`config.mk`:
```
export PLATFORM = sky130hd
export DESIGN_NAME = mmtiled_tile_scheduler
export DESIGN_NICKNAME = d
export VERILOG_FILES = /design/src/rtl/mmtiled_tile_scheduler.sv
export SDC_FILE = /design/constraint.sdc
export NUM_CORES = 2
export LEC_CHECK = 0
export CAP_MARGIN = 20
export CORE_MARGIN = 3
export CORE_UTILIZATION = 40
export CTS_CLUSTER_DIAMETER = 40
export DETAILED_ROUTE_END_ITERATION = 10
export SETUP_SLACK_MARGIN = 0.02
export SYNTH_ARGS = -nofsm -noshare
export SYNTH_HDL_FRONTEND = slang
export SYNTH_SLANG_ARGS = --single-unit
```
`constraint.sdc`:
```
create_clock -name clock -period 21.3 [get_ports clock]
set_input_delay 3.195 -clock clock [delete_from_list [all_inputs] [get_ports clock]]
set_output_delay 3.195 -clock clock [all_outputs]
set_load 0.01 [all_outputs]
```
`src/rtl/mmtiled_tile_scheduler.sv`:
```
// mmtiled_tile_scheduler
// Purpose : walks the (ii, jj, kk) tile loop nest of an N x N tiled matrix
//           multiply, buffers the tile jobs in a small FIFO and hands them out
//           one per grant to NUM_REQ tile engines through a round-robin arbiter.
// Latency : start accepted at t -> SETUP at t+1 -> first push at t+2 ->
//           first tile on the outputs at t+4; req sampled at t -> grant at t+1.
// Backpressure: the generator stalls while the registered FIFO count is full;
//           requesters are served only while jobs are buffered; enabled_in low
//           freezes everything and suppresses grants.
//
// Ports:
//   clock, rst_in (sync, active-high), enabled_in, start_in
//   size_n_in / tile_size_in : problem and tile edge, sampled on accepted start
//   req_in / grant_out       : per-engine request level and one-hot grant
//   tile_valid_out, tile_ii_out, tile_jj_out, tile_kk_out, tile_last_out
//   busy_out, done_out, tile_count_out
//
// Build option: define MMTILED_TILE_SCHED_STATS_EN to build the saturating
// granted-tile counter on tile_count_out; otherwise tile_count_out is 0.

module mmtiled_tile_scheduler #(
    parameter int NUM_REQ    = 4,
    parameter int FIFO_DEPTH = 16
) (
    input  logic               clock,
    input  logic               rst_in,
    input  logic               enabled_in,
    input  logic               start_in,
    input  logic [31:0]        size_n_in,
    input  logic [31:0]        tile_size_in,
    input  logic [NUM_REQ-1:0] req_in,
    output logic [NUM_REQ-1:0] grant_out,
    output logic               tile_valid_out,
    output logic [31:0]        tile_ii_out,
    output logic [31:0]        tile_jj_out,
    output logic [31:0]        tile_kk_out,
    output logic               tile_last_out,
    output logic               busy_out,
    output logic               done_out,
    output logic [31:0]        tile_count_out
);

    localparam int AW = (FIFO_DEPTH > 1) ? $clog2(FIFO_DEPTH) : 1;
    localparam int CW = AW + 1;
    localparam int PW = (NUM_REQ > 1) ? $clog2(NUM_REQ) : 1;
    localparam int EW = 97;  // {ii, jj, kk, last}

    typedef enum logic [2:0] {
        S_IDLE,
        S_SETUP,
        S_GEN,
        S_DRAIN,
        S_DONE
    } state_e;

    state_e             state_q;
    logic [31:0]        size_q;
    logic [31:0]        tile_q;
    logic [31:0]        ii_q;
    logic [31:0]        jj_q;
    logic [31:0]        kk_q;

    logic [EW-1:0]      mem_q [FIFO_DEPTH];
    logic [AW-1:0]      wr_ptr_q;
    logic [AW-1:0]      rd_ptr_q;
    logic [CW-1:0]      count_q;
    logic [PW-1:0]      rr_q;

    logic [NUM_REQ-1:0] grant_q;
    logic               valid_q;
    logic [31:0]        out_ii_q;
    logic [31:0]        out_jj_q;
    logic [31:0]        out_kk_q;
    logic               out_last_q;
    logic               busy_q;
    logic               done_q;

    // ------------------------------------------------------------------
    // Loop-nest stepping. Sums are 33 bits so a tile that lands past the
    // end of a near-2^32 matrix still reads as a wrap instead of overflowing.
    // ------------------------------------------------------------------
    logic [32:0] kk_nxt;
    logic [32:0] jj_nxt;
    logic [32:0] ii_nxt;
    logic        kk_wrap;
    logic        jj_wrap;
    logic        ii_wrap;
    logic        final_pos;

    assign kk_nxt    = {1'b0, kk_q} + {1'b0, tile_q};
    assign jj_nxt    = {1'b0, jj_q} + {1'b0, tile_q};
    assign ii_nxt    = {1'b0, ii_q} + {1'b0, tile_q};
    assign kk_wrap   = (kk_nxt >= {1'b0, size_q});
    assign jj_wrap   = (jj_nxt >= {1'b0, size_q});
    assign ii_wrap   = (ii_nxt >= {1'b0, size_q});
    assign final_pos = kk_wrap & jj_wrap & ii_wrap;

    // ------------------------------------------------------------------
    // FIFO control. Full is judged on the registered count, so a push is
    // refused when full even if a pop frees a slot in the same cycle.
    // ------------------------------------------------------------------
    logic          push;
    logic          pop;
    logic          fifo_empty;
    logic [EW-1:0] head;

    assign fifo_empty = (count_q == '0);
    assign push       = enabled_in && (state_q == S_GEN) && (count_q < CW'(FIFO_DEPTH));
    assign pop        = enabled_in && !fifo_empty && (|req_in);
    assign head       = mem_q[rd_ptr_q];

    // ------------------------------------------------------------------
    // Round-robin pick: first requester at or after the rr pointer.
    // ------------------------------------------------------------------
    logic [PW-1:0]      gnt_idx;
    logic               gnt_found;
    logic [PW-1:0]      rr_nxt;
    logic [NUM_REQ-1:0] grant_vec;

    always_comb begin
        gnt_idx   = '0;
        gnt_found = 1'b0;
        for (int i = 0; i < NUM_REQ; i++) begin
            if (!gnt_found && req_in[(int'(rr_q) + i) % NUM_REQ]) begin
                gnt_found = 1'b1;
                gnt_idx   = PW'((int'(rr_q) + i) % NUM_REQ);
            end
        end
    end

    assign rr_nxt    = (gnt_idx == PW'(NUM_REQ - 1)) ? '0 : gnt_idx + PW'(1);
    assign grant_vec = NUM_REQ'(1) << gnt_idx;

    // Job storage has no reset: occupancy is tracked by the pointers/count.
    always_ff @(posedge clock) begin
        if (push) begin
            mem_q[wr_ptr_q] <= {ii_q, jj_q, kk_q, kk_wrap};
        end
    end

    // ------------------------------------------------------------------
    // FSM, FIFO bookkeeping and registered outputs.
    // ------------------------------------------------------------------
    always_ff @(posedge clock) begin
        if (rst_in) begin
            state_q    <= S_IDLE;
            size_q     <= '0;
            tile_q     <= '0;
            ii_q       <= '0;
            jj_q       <= '0;
            kk_q       <= '0;
            wr_ptr_q   <= '0;
            rd_ptr_q   <= '0;
            count_q    <= '0;
            rr_q       <= '0;
            grant_q    <= '0;
            valid_q    <= 1'b0;
            out_ii_q   <= '0;
            out_jj_q   <= '0;
            out_kk_q   <= '0;
            out_last_q <= 1'b0;
            busy_q     <= 1'b0;
            done_q     <= 1'b0;
        end else begin
            // Grant outputs are single-cycle strobes.
            valid_q <= 1'b0;
            grant_q <= '0;

            if (enabled_in) begin
                done_q <= 1'b0;

                case (state_q)
                    S_IDLE: begin
                        if (start_in) begin
                            size_q <= size_n_in;
                            tile_q <= tile_size_in;
                            if ((size_n_in == '0) || (tile_size_in == '0)) begin
                                state_q <= S_DONE;
                                done_q  <= 1'b1;
                                busy_q  <= 1'b0;
                            end else begin
                                state_q <= S_SETUP;
                                busy_q  <= 1'b1;
                            end
                        end
                    end
                    S_SETUP: begin
                        ii_q    <= '0;
                        jj_q    <= '0;
                        kk_q    <= '0;
                        state_q <= S_GEN;
                    end
                    S_GEN: begin
                        if (push) begin
                            if (kk_wrap) begin
                                kk_q <= '0;
                                if (jj_wrap) begin
                                    jj_q <= '0;
                                    ii_q <= ii_nxt[31:0];
                                end else begin
                                    jj_q <= jj_nxt[31:0];
                                end
                            end else begin
                                kk_q <= kk_nxt[31:0];
                            end
                            if (final_pos) begin
                                state_q <= S_DRAIN;
                            end
                        end
                    end
                    S_DRAIN: begin
                        // The last pop's tile is already in the output register.
                        if (fifo_empty) begin
                            state_q <= S_DONE;
                            done_q  <= 1'b1;
                            busy_q  <= 1'b0;
                        end
                    end
                    S_DONE: begin
                        state_q <= S_IDLE;
                    end
                    default: begin
                        state_q <= S_IDLE;
                    end
                endcase

                if (state_q == S_SETUP) begin
                    wr_ptr_q <= '0;
                    rd_ptr_q <= '0;
                    count_q  <= '0;
                end else begin
                    if (push) begin
                        wr_ptr_q <= wr_ptr_q + AW'(1);
                    end
                    if (pop) begin
                        rd_ptr_q <= rd_ptr_q + AW'(1);
                    end
                    count_q <= count_q + CW'(push) - CW'(pop);
                end

                if (pop) begin
                    grant_q    <= grant_vec;
                    valid_q    <= 1'b1;
                    out_ii_q   <= head[96:65];
                    out_jj_q   <= head[64:33];
                    out_kk_q   <= head[32:1];
                    out_last_q <= head[0];
                    rr_q       <= rr_nxt;
                end
            end
        end
    end

    assign grant_out      = grant_q;
    assign tile_valid_out = valid_q;
    assign tile_ii_out    = out_ii_q;
    assign tile_jj_out    = out_jj_q;
    assign tile_kk_out    = out_kk_q;
    assign tile_last_out  = out_last_q;
    assign busy_out       = busy_q;
    assign done_out       = done_q;

`ifdef MMTILED_TILE_SCHED_STATS_EN
    logic [31:0] tile_cnt_q;

    always_ff @(posedge clock) begin
        if (rst_in) begin
            tile_cnt_q <= '0;
        end else if (enabled_in) begin
            if ((state_q == S_IDLE) && start_in) begin
                tile_cnt_q <= '0;
            end else if (pop && (tile_cnt_q != '1)) begin
                tile_cnt_q <= tile_cnt_q + 32'd1;
            end
        end
    end

    assign tile_count_out = tile_cnt_q;
`else
    assign tile_count_out = '0;
`endif

endmodule

```
==> Word level (Yosys, flattened, before mapping) <==
Memories as Yosys holds them, arrays and structs flattened. A register that Yosys moved wholly into a read port is not among the register bits.
Cells that the tools add are included.
{ "word_totals": {"in_bits": 72, "output_inout_bits": 136, "memories": 1, "mem_bits_rw": 1552, "wordCells": 139, "regBits": 185} }
{ "classes": {"n_addsub": 11, "n_lt_le_gt_ge": 8, "n_shift": 1, "mux": 52, "n_reduce_logical": 35, "bitwise": 7, "eq_ne": 10} }
{ "mem_list": {"columns": ["memory", "depth", "word_bits", "rd", "rd_ports_with_merged_regs", "write_ports", "line_no", "text"], "rows": [
  ["mem_q", 16, 97, 1, 1, 1, "63", "logic [EW-1:0] mem_q [FIFO_DEPTH];"]
]} }
{ "ops": {"columns": ["op", "count"], "rows": [
  ["$mux W32", 8],
  ["$pmux W32 S2", 3],
  ["$add A32 B32 Y33", 3],
  ["$ge A33 B32 Y1", 3],
  ["$logic_not A32 Y1", 2],
  ["$mux W1", 19],
  ["$mux W4", 4],
  ["$mux W3", 5],
  ["$lt A3 B4 Y1 const B", 3],
  ["$ne A2 B2 Y1 const B", 6],
  ["$pmux W3 S4", 1],
  ["$mux W2", 5],
  ["$reduce_and A5 Y1", 2],
  ["$add A4 B1 Y4 const B", 2],
  ["$bmux W1 S2", 4],
  ["$reduce_and A4 Y1", 2],
  ["$reduce_bool A2 Y1", 4],
  ["$reduce_or A2 Y1", 4],
  ["$logic_and A1 B1 Y1", 7],
  ["$eq A3 B2 Y1 const B", 2],
  ["$reduce_and A2 Y1", 3],
  ["$reduce_and A3 Y1", 2],
  ["$add A5 B1 Y5", 1],
  ["$logic_not A5 Y1", 1],
  ["18 further kinds", 28]
]} }

==> Depth between registers and ports, before layout <==
{ "logic_depth": {"depth_word": 16, "mapped_depth": 25} }

==> Least setup slack after synthesis <==
OpenSTA, ideal clock, no wires.
{ "synth_path": {"kind": "input-to-reg", "startpoint": "in enabled_in", "endpoint": "mem mem_q[0][0], enable pin", "setup_slack_ns": 10.026, "setup_time_ns": 0.671, "stages": 6, "t_arrival_ns": 10.602, "cell_sequence": "clkbuf_1 > nor2b_1 > and3_1 > clkbuf_1 > nand2_1 > nor3_1"} }
{ "synth_via": {"elab_chain_len": 4} }
{ "synth_lines": {"columns": ["item", "line_no", "text"], "rows": [
  ["from (decl)", "27", "input logic enabled_in,"],
  ["$logic_and A1 B1 Y1 (2 in series)", "108", "assign push = enabled_in && (state_q == S_GEN) && (count_q < CW'(FIFO_DEPTH));"],
  ["$mux W1", "136", "if (push) begin"],
  ["$mux W1 (implied by the code)", "137", "mem_q[wr_ptr_q] <= {ii_q, jj_q, kk_q, kk_wrap};"],
  ["to (decl)", "63", null]
]} }
Every way passes these cells.

==> Worst setup path after layout <==
{ "layout_path": {"startpoint": "reg kk_q[0]", "endpoint": "reg ii_q[24]"} }
{ "layout_via": {"elab_chain_len": 4} }
{ "layout_lines": {"columns": ["item", "line_no", "text"], "rows": [
  ["from (decl)", "61", "logic [31:0] kk_q;"],
  ["from (signal assigned)", "204", "kk_q <= kk_nxt[31:0];"],
  ["$add A32 B32 Y33", "90", "assign kk_nxt = {1'b0, kk_q} + {1'b0, tile_q};"],
  ["$ge A33 B32 Y1", "93", "assign kk_wrap = (kk_nxt >= {1'b0, size_q});"],
  ["net kk_wrap", "85", "logic kk_wrap;"],
  ["$ne A2 B2 Y1 (no line)", null, null],
  ["$reduce_and A5 Y1 (no line)", null, null],
  ["to (signal assigned)", "199", "ii_q <= ii_nxt[31:0];"],
  ["to (decl)", "59", "logic [31:0] ii_q;"]
]} }
The timed path passes the listed nets, and every way through them passes these cells.
A chain may end at the register's enable or synchronous reset.

==> impl_metrics.toml <==
[worst_setup_path]
cp_num_cells = 24
path_class = "reg2reg"
start_kind = "register"
cp_cell_sequence = "ha_1 > inv_1 > fa_1 > nand2b_1 > a21oi_1 > o2111ai_1 > a32oi_2 > o31a_1 > a21oi_1 > o311ai_0 > a21oi_1 > xnor2_1 > ha_1 > and4_1 > nand4_1 > or4_1 > o221ai_1 > a31oi_1 > nand3_2 > o21ai_2 > or2_1 > buf_8 > and3_1 > a41o_1"
critPathMaxStageDelay_ns = 0.69
arrival_ns = 7.41
critPathCaptureType = "register"
critPathMostFrequentCell = "a21oi_1"
worstPathRequired_ns = 22.08
r2r_slack_ns = 14.67
cp_num_buf_inv = 2
reg2reg_depth = 24
crit_start = "kk_q[0]$_SDFFE_PP0P_"
worstSetupEndpoint = "ii_q[24]$_SDFFE_PP0P_"
slowest_stage = "dfxtp_1"
path_delay_family = "compound AO/OA/AOI/OAI gates"
reg2reg_to = "ii_q[24]$_SDFFE_PP0P_"
r2r-start = "kk_q[0]$_SDFFE_PP0P_"
critPathMaxFanout = 20

[place]
dp_cells = 6948
postPlaceCellArea_um2 = 80300
gp_congestion = 0.908
portBuffers = 175
dp_hpwl_mm = 121

[grt]
grt_pass1_wl_mm = 298
grt_max_degree = 177
grtUsageTotal_pct = 21.2
antenna_found_initial = 3
overflow = 0
grt_pass1_vias = 42906

[power_and_ir_drop]
vdd_drop_max_uv = 94.4
power_mw = 9.77
combPwrFrac_pct = 12.1
power.internal_mw = 7.37
clkPwrFrac_pct = 47.0
netSwitchingFraction_pct = 24.6
p_switching_mw = 2.41
p_leak_nw = 29.2
seqPwrFrac_pct = 40.9
cellPowerDensity_nw_per_um2 = 109

[timing]
max_slew_margin_pct = 26.4
max_freq_mhz = 151
finalHoldViolations = 0
worst_pin_slew_ns = 1.10
maxSlewViolCount = 0
fin_skew_ns = 0.0539
setup_tns_ns = 0
hold_ws_ns = 0.451
period_needed_ns = 6.63
fin_crit_sh_pct = 31.1
setup_viol = 0
rsz0062_at_grt = "no"

[cells_and_area]
drive_gt1_share_pct = 21.5
final_cell_count_no_fill = 7447
final_cell_area_um2 = 89700
layout.nets = 5038
diodes = 0
syn_to_final_growth_pct = 18.8

[synth]
synth_common_cells = "edfxtp_1 (1,552), mux4_2 (485), nand2_1 (462), a21oi_1 (362), dfxtp_1 (282)"
synth_largest_area_cell = "edfxtp_1"
synth-seq-cells = 1834
syn_area_per_cell_um2 = 17.1
synthFlopType = "edfxtp_1"
synthTopCellsByArea = "edfxtp_1 (62%), mux4_2 (14%), dfxtp_1 (7.5%), ha_1 (3.4%), a21oi_1 (2.4%)"
synth_edf_count = 1552
yosys.cell_count.top_type = "edfxtp_1"
synth.distinct_cells = 74
yosysTopAreaCellShare_pct = 61.7
postSynthCellCount = 4427
netlist_area_um2 = 75500
async_flop_share_pct = 0
ys_warn_count = 0
synth-seq-area-share_pct = 69.2

[routing]
avgRoutedWirePerCell_um = 27.6
routed_wl_mm = 205
vias = 41965
drt_iter0_drc = 3726
route.detailed.drc = 0
vias_per_cell = 5.64
dr.pass1.iters = 5
detail-route-antenna-nets = 0

[cts]
clock_sinks = 1834
tritoncts = "built"
numCtsBuffers = 287
clk_latency_ns = 0.92
post-cts-setup-buffers = 0
htreeDepth = 5
cts_resized = 0
clockRootBuffer = "clkbuf_16"
cts_hold_buf = 0
clk_pin_slew_ns = 0.06
clockBufferDepth = 4

[floorplan]
floorplan.die.height_um = 441
io_pins = 208
die_w_um = 441
rows = 158
coreArea_um2 = 187000
die_area_um2 = 194000
initial_core_util_pct = 40.5

[status]
outcome = "complete, no violations"

[min_path]
min_path_type = "reg2reg"

[job]
maxCapViolations = 0
==> power by group through the flow <==
stage	logic (mW)	clock network [mW]	registers, mW
after floorplan	0.791	0	4.06
after global placement	1.22	0	4.07
after detailed placement	1.22	0	4.07
after CTS	1.23	4.68	4.00
after global routing	1.30	4.84	4.01
final	1.19	4.59	4.00
==> final cells by class <==
| cell class | count | area [µm²] |
|---|---|---|
| Timing Repair Buffer | 255 | 2410 |
| Sequential cell | 1834 | 52300 |
| Clock buffer | 325 | 7420 |
| Tap cell | 2480 | 3100 |
| Inverter | 80 | 303 |
| Fill cell | 15591 | 96900 |
| Multi-Input combinational cell | 2300 | 22200 |
| Clock inverter | 173 | 1980 |
==> metrics by stage <==
step	utilization [%]	setup slack [ns]
finish	48.1	14.67
floorplan	-	10.03
CTS	48.1	14.59
global route	48.1	14.22
detailed placement	43.0	14.24
global placement	43.0	14.29
==> registers in the layout, indices dropped and copies added, names as in the netlist <==
register,flops
tile_q,32
tile_kk_out,32
tile_ii_out,32
size_q,32
ii_q,32
rr_q,2
tile_last_out,1
wr_ptr_q,4
kk_q,32
mem_q,1552
state_q,3
count_q,5
tile_valid_out,1
rd_ptr_q,4
jj_q,32
tile_jj_out,32
grant_out,4
busy_out,1
done_out,1
==> cell families after synthesis <==
group | after synthesis | synth area share [%]
compound gates | 632 | 5.01
xor+xnor | 90 | 1.04
fa+ha+maj | 208 | 3.49
buf+inv | 324 | 1.80
flops | 1834 | 69.2
mux | 488 | 14.5
other cells | 1 | 0.00497
simple gates | 850 | 4.96
==> worst min-delay path, cell delays in order, from the launching register on <==
cell,delay (ns)
dfxtp_1,0.30
nand2_1,0.05
a21oi_1,0.05
==> metal layers <==
metal	vias to the layer above	track usage [%]	share of wire, %
met5	-	0	0.0044
li1	18290	-	-
met4	2	10.1	4.9
met1	21947	27.1	40
met3	442	3.43	5.0
met2	1284	35.3	50
==> worst min path at each step <==
| stage | to | cells past startpoint | start | slack, ns |
|---|---|---|---|---|
| final | tile_ii_out[30]$_SDFFE_PP0P_ | 2 | tile_ii_out[30]$_SDFFE_PP0P_ | 0.45 |
| after global placement | size_q[12]$_SDFFE_PP0P_ | 2 | size_q[12]$_SDFFE_PP0P_ | 0.44 |
| after detailed placement | tile_ii_out[22]$_SDFFE_PP0P_ | 2 | tile_ii_out[22]$_SDFFE_PP0P_ | 0.45 |
| after CTS | tile_ii_out[30]$_SDFFE_PP0P_ | 2 | tile_ii_out[30]$_SDFFE_PP0P_ | 0.45 |
| after global routing | tile_kk_out[17]$_SDFFE_PP0P_ | 2 | tile_kk_out[17]$_SDFFE_PP0P_ | 0.47 |
| after floorplan | size_q[10]$_SDFFE_PP0P_ | 2 | size_q[10]$_SDFFE_PP0P_ | 0.44 |
==> placed cells by master, fill, tap and decap left out, types with 16 or more instances in the layout <==
cell	Yosys	routed
edfxtp_1	1552	1552
mux4_2	485	485
nand2_1	462	461
a21oi_1	362	362
clkbuf_16	0	291
dfxtp_1	282	278
ha_1	204	204
clkdlybuf4s50_1	0	174
nand3_1	106	105
nor2_1	109	96
inv_1	80	79
a21o_1	79	79
buf_4	35	75
xnor2_1	58	58
o21ai_0	54	53
inv_6	0	45
nand4_1	35	35
clkbuf_1	148	33
xor2_1	32	32
conb_1	1	32
clkinv_2	0	31
bufinv_16	0	31
nor3_1	31	27
nand2b_1	21	21
clkinv_4	0	21
and3_1	19	19
nor2b_1	18	18
nor4_1	21	17
clkinv_1	0	17
clkinvlp_4	0	16
Power figures use the tool's default switching activity.
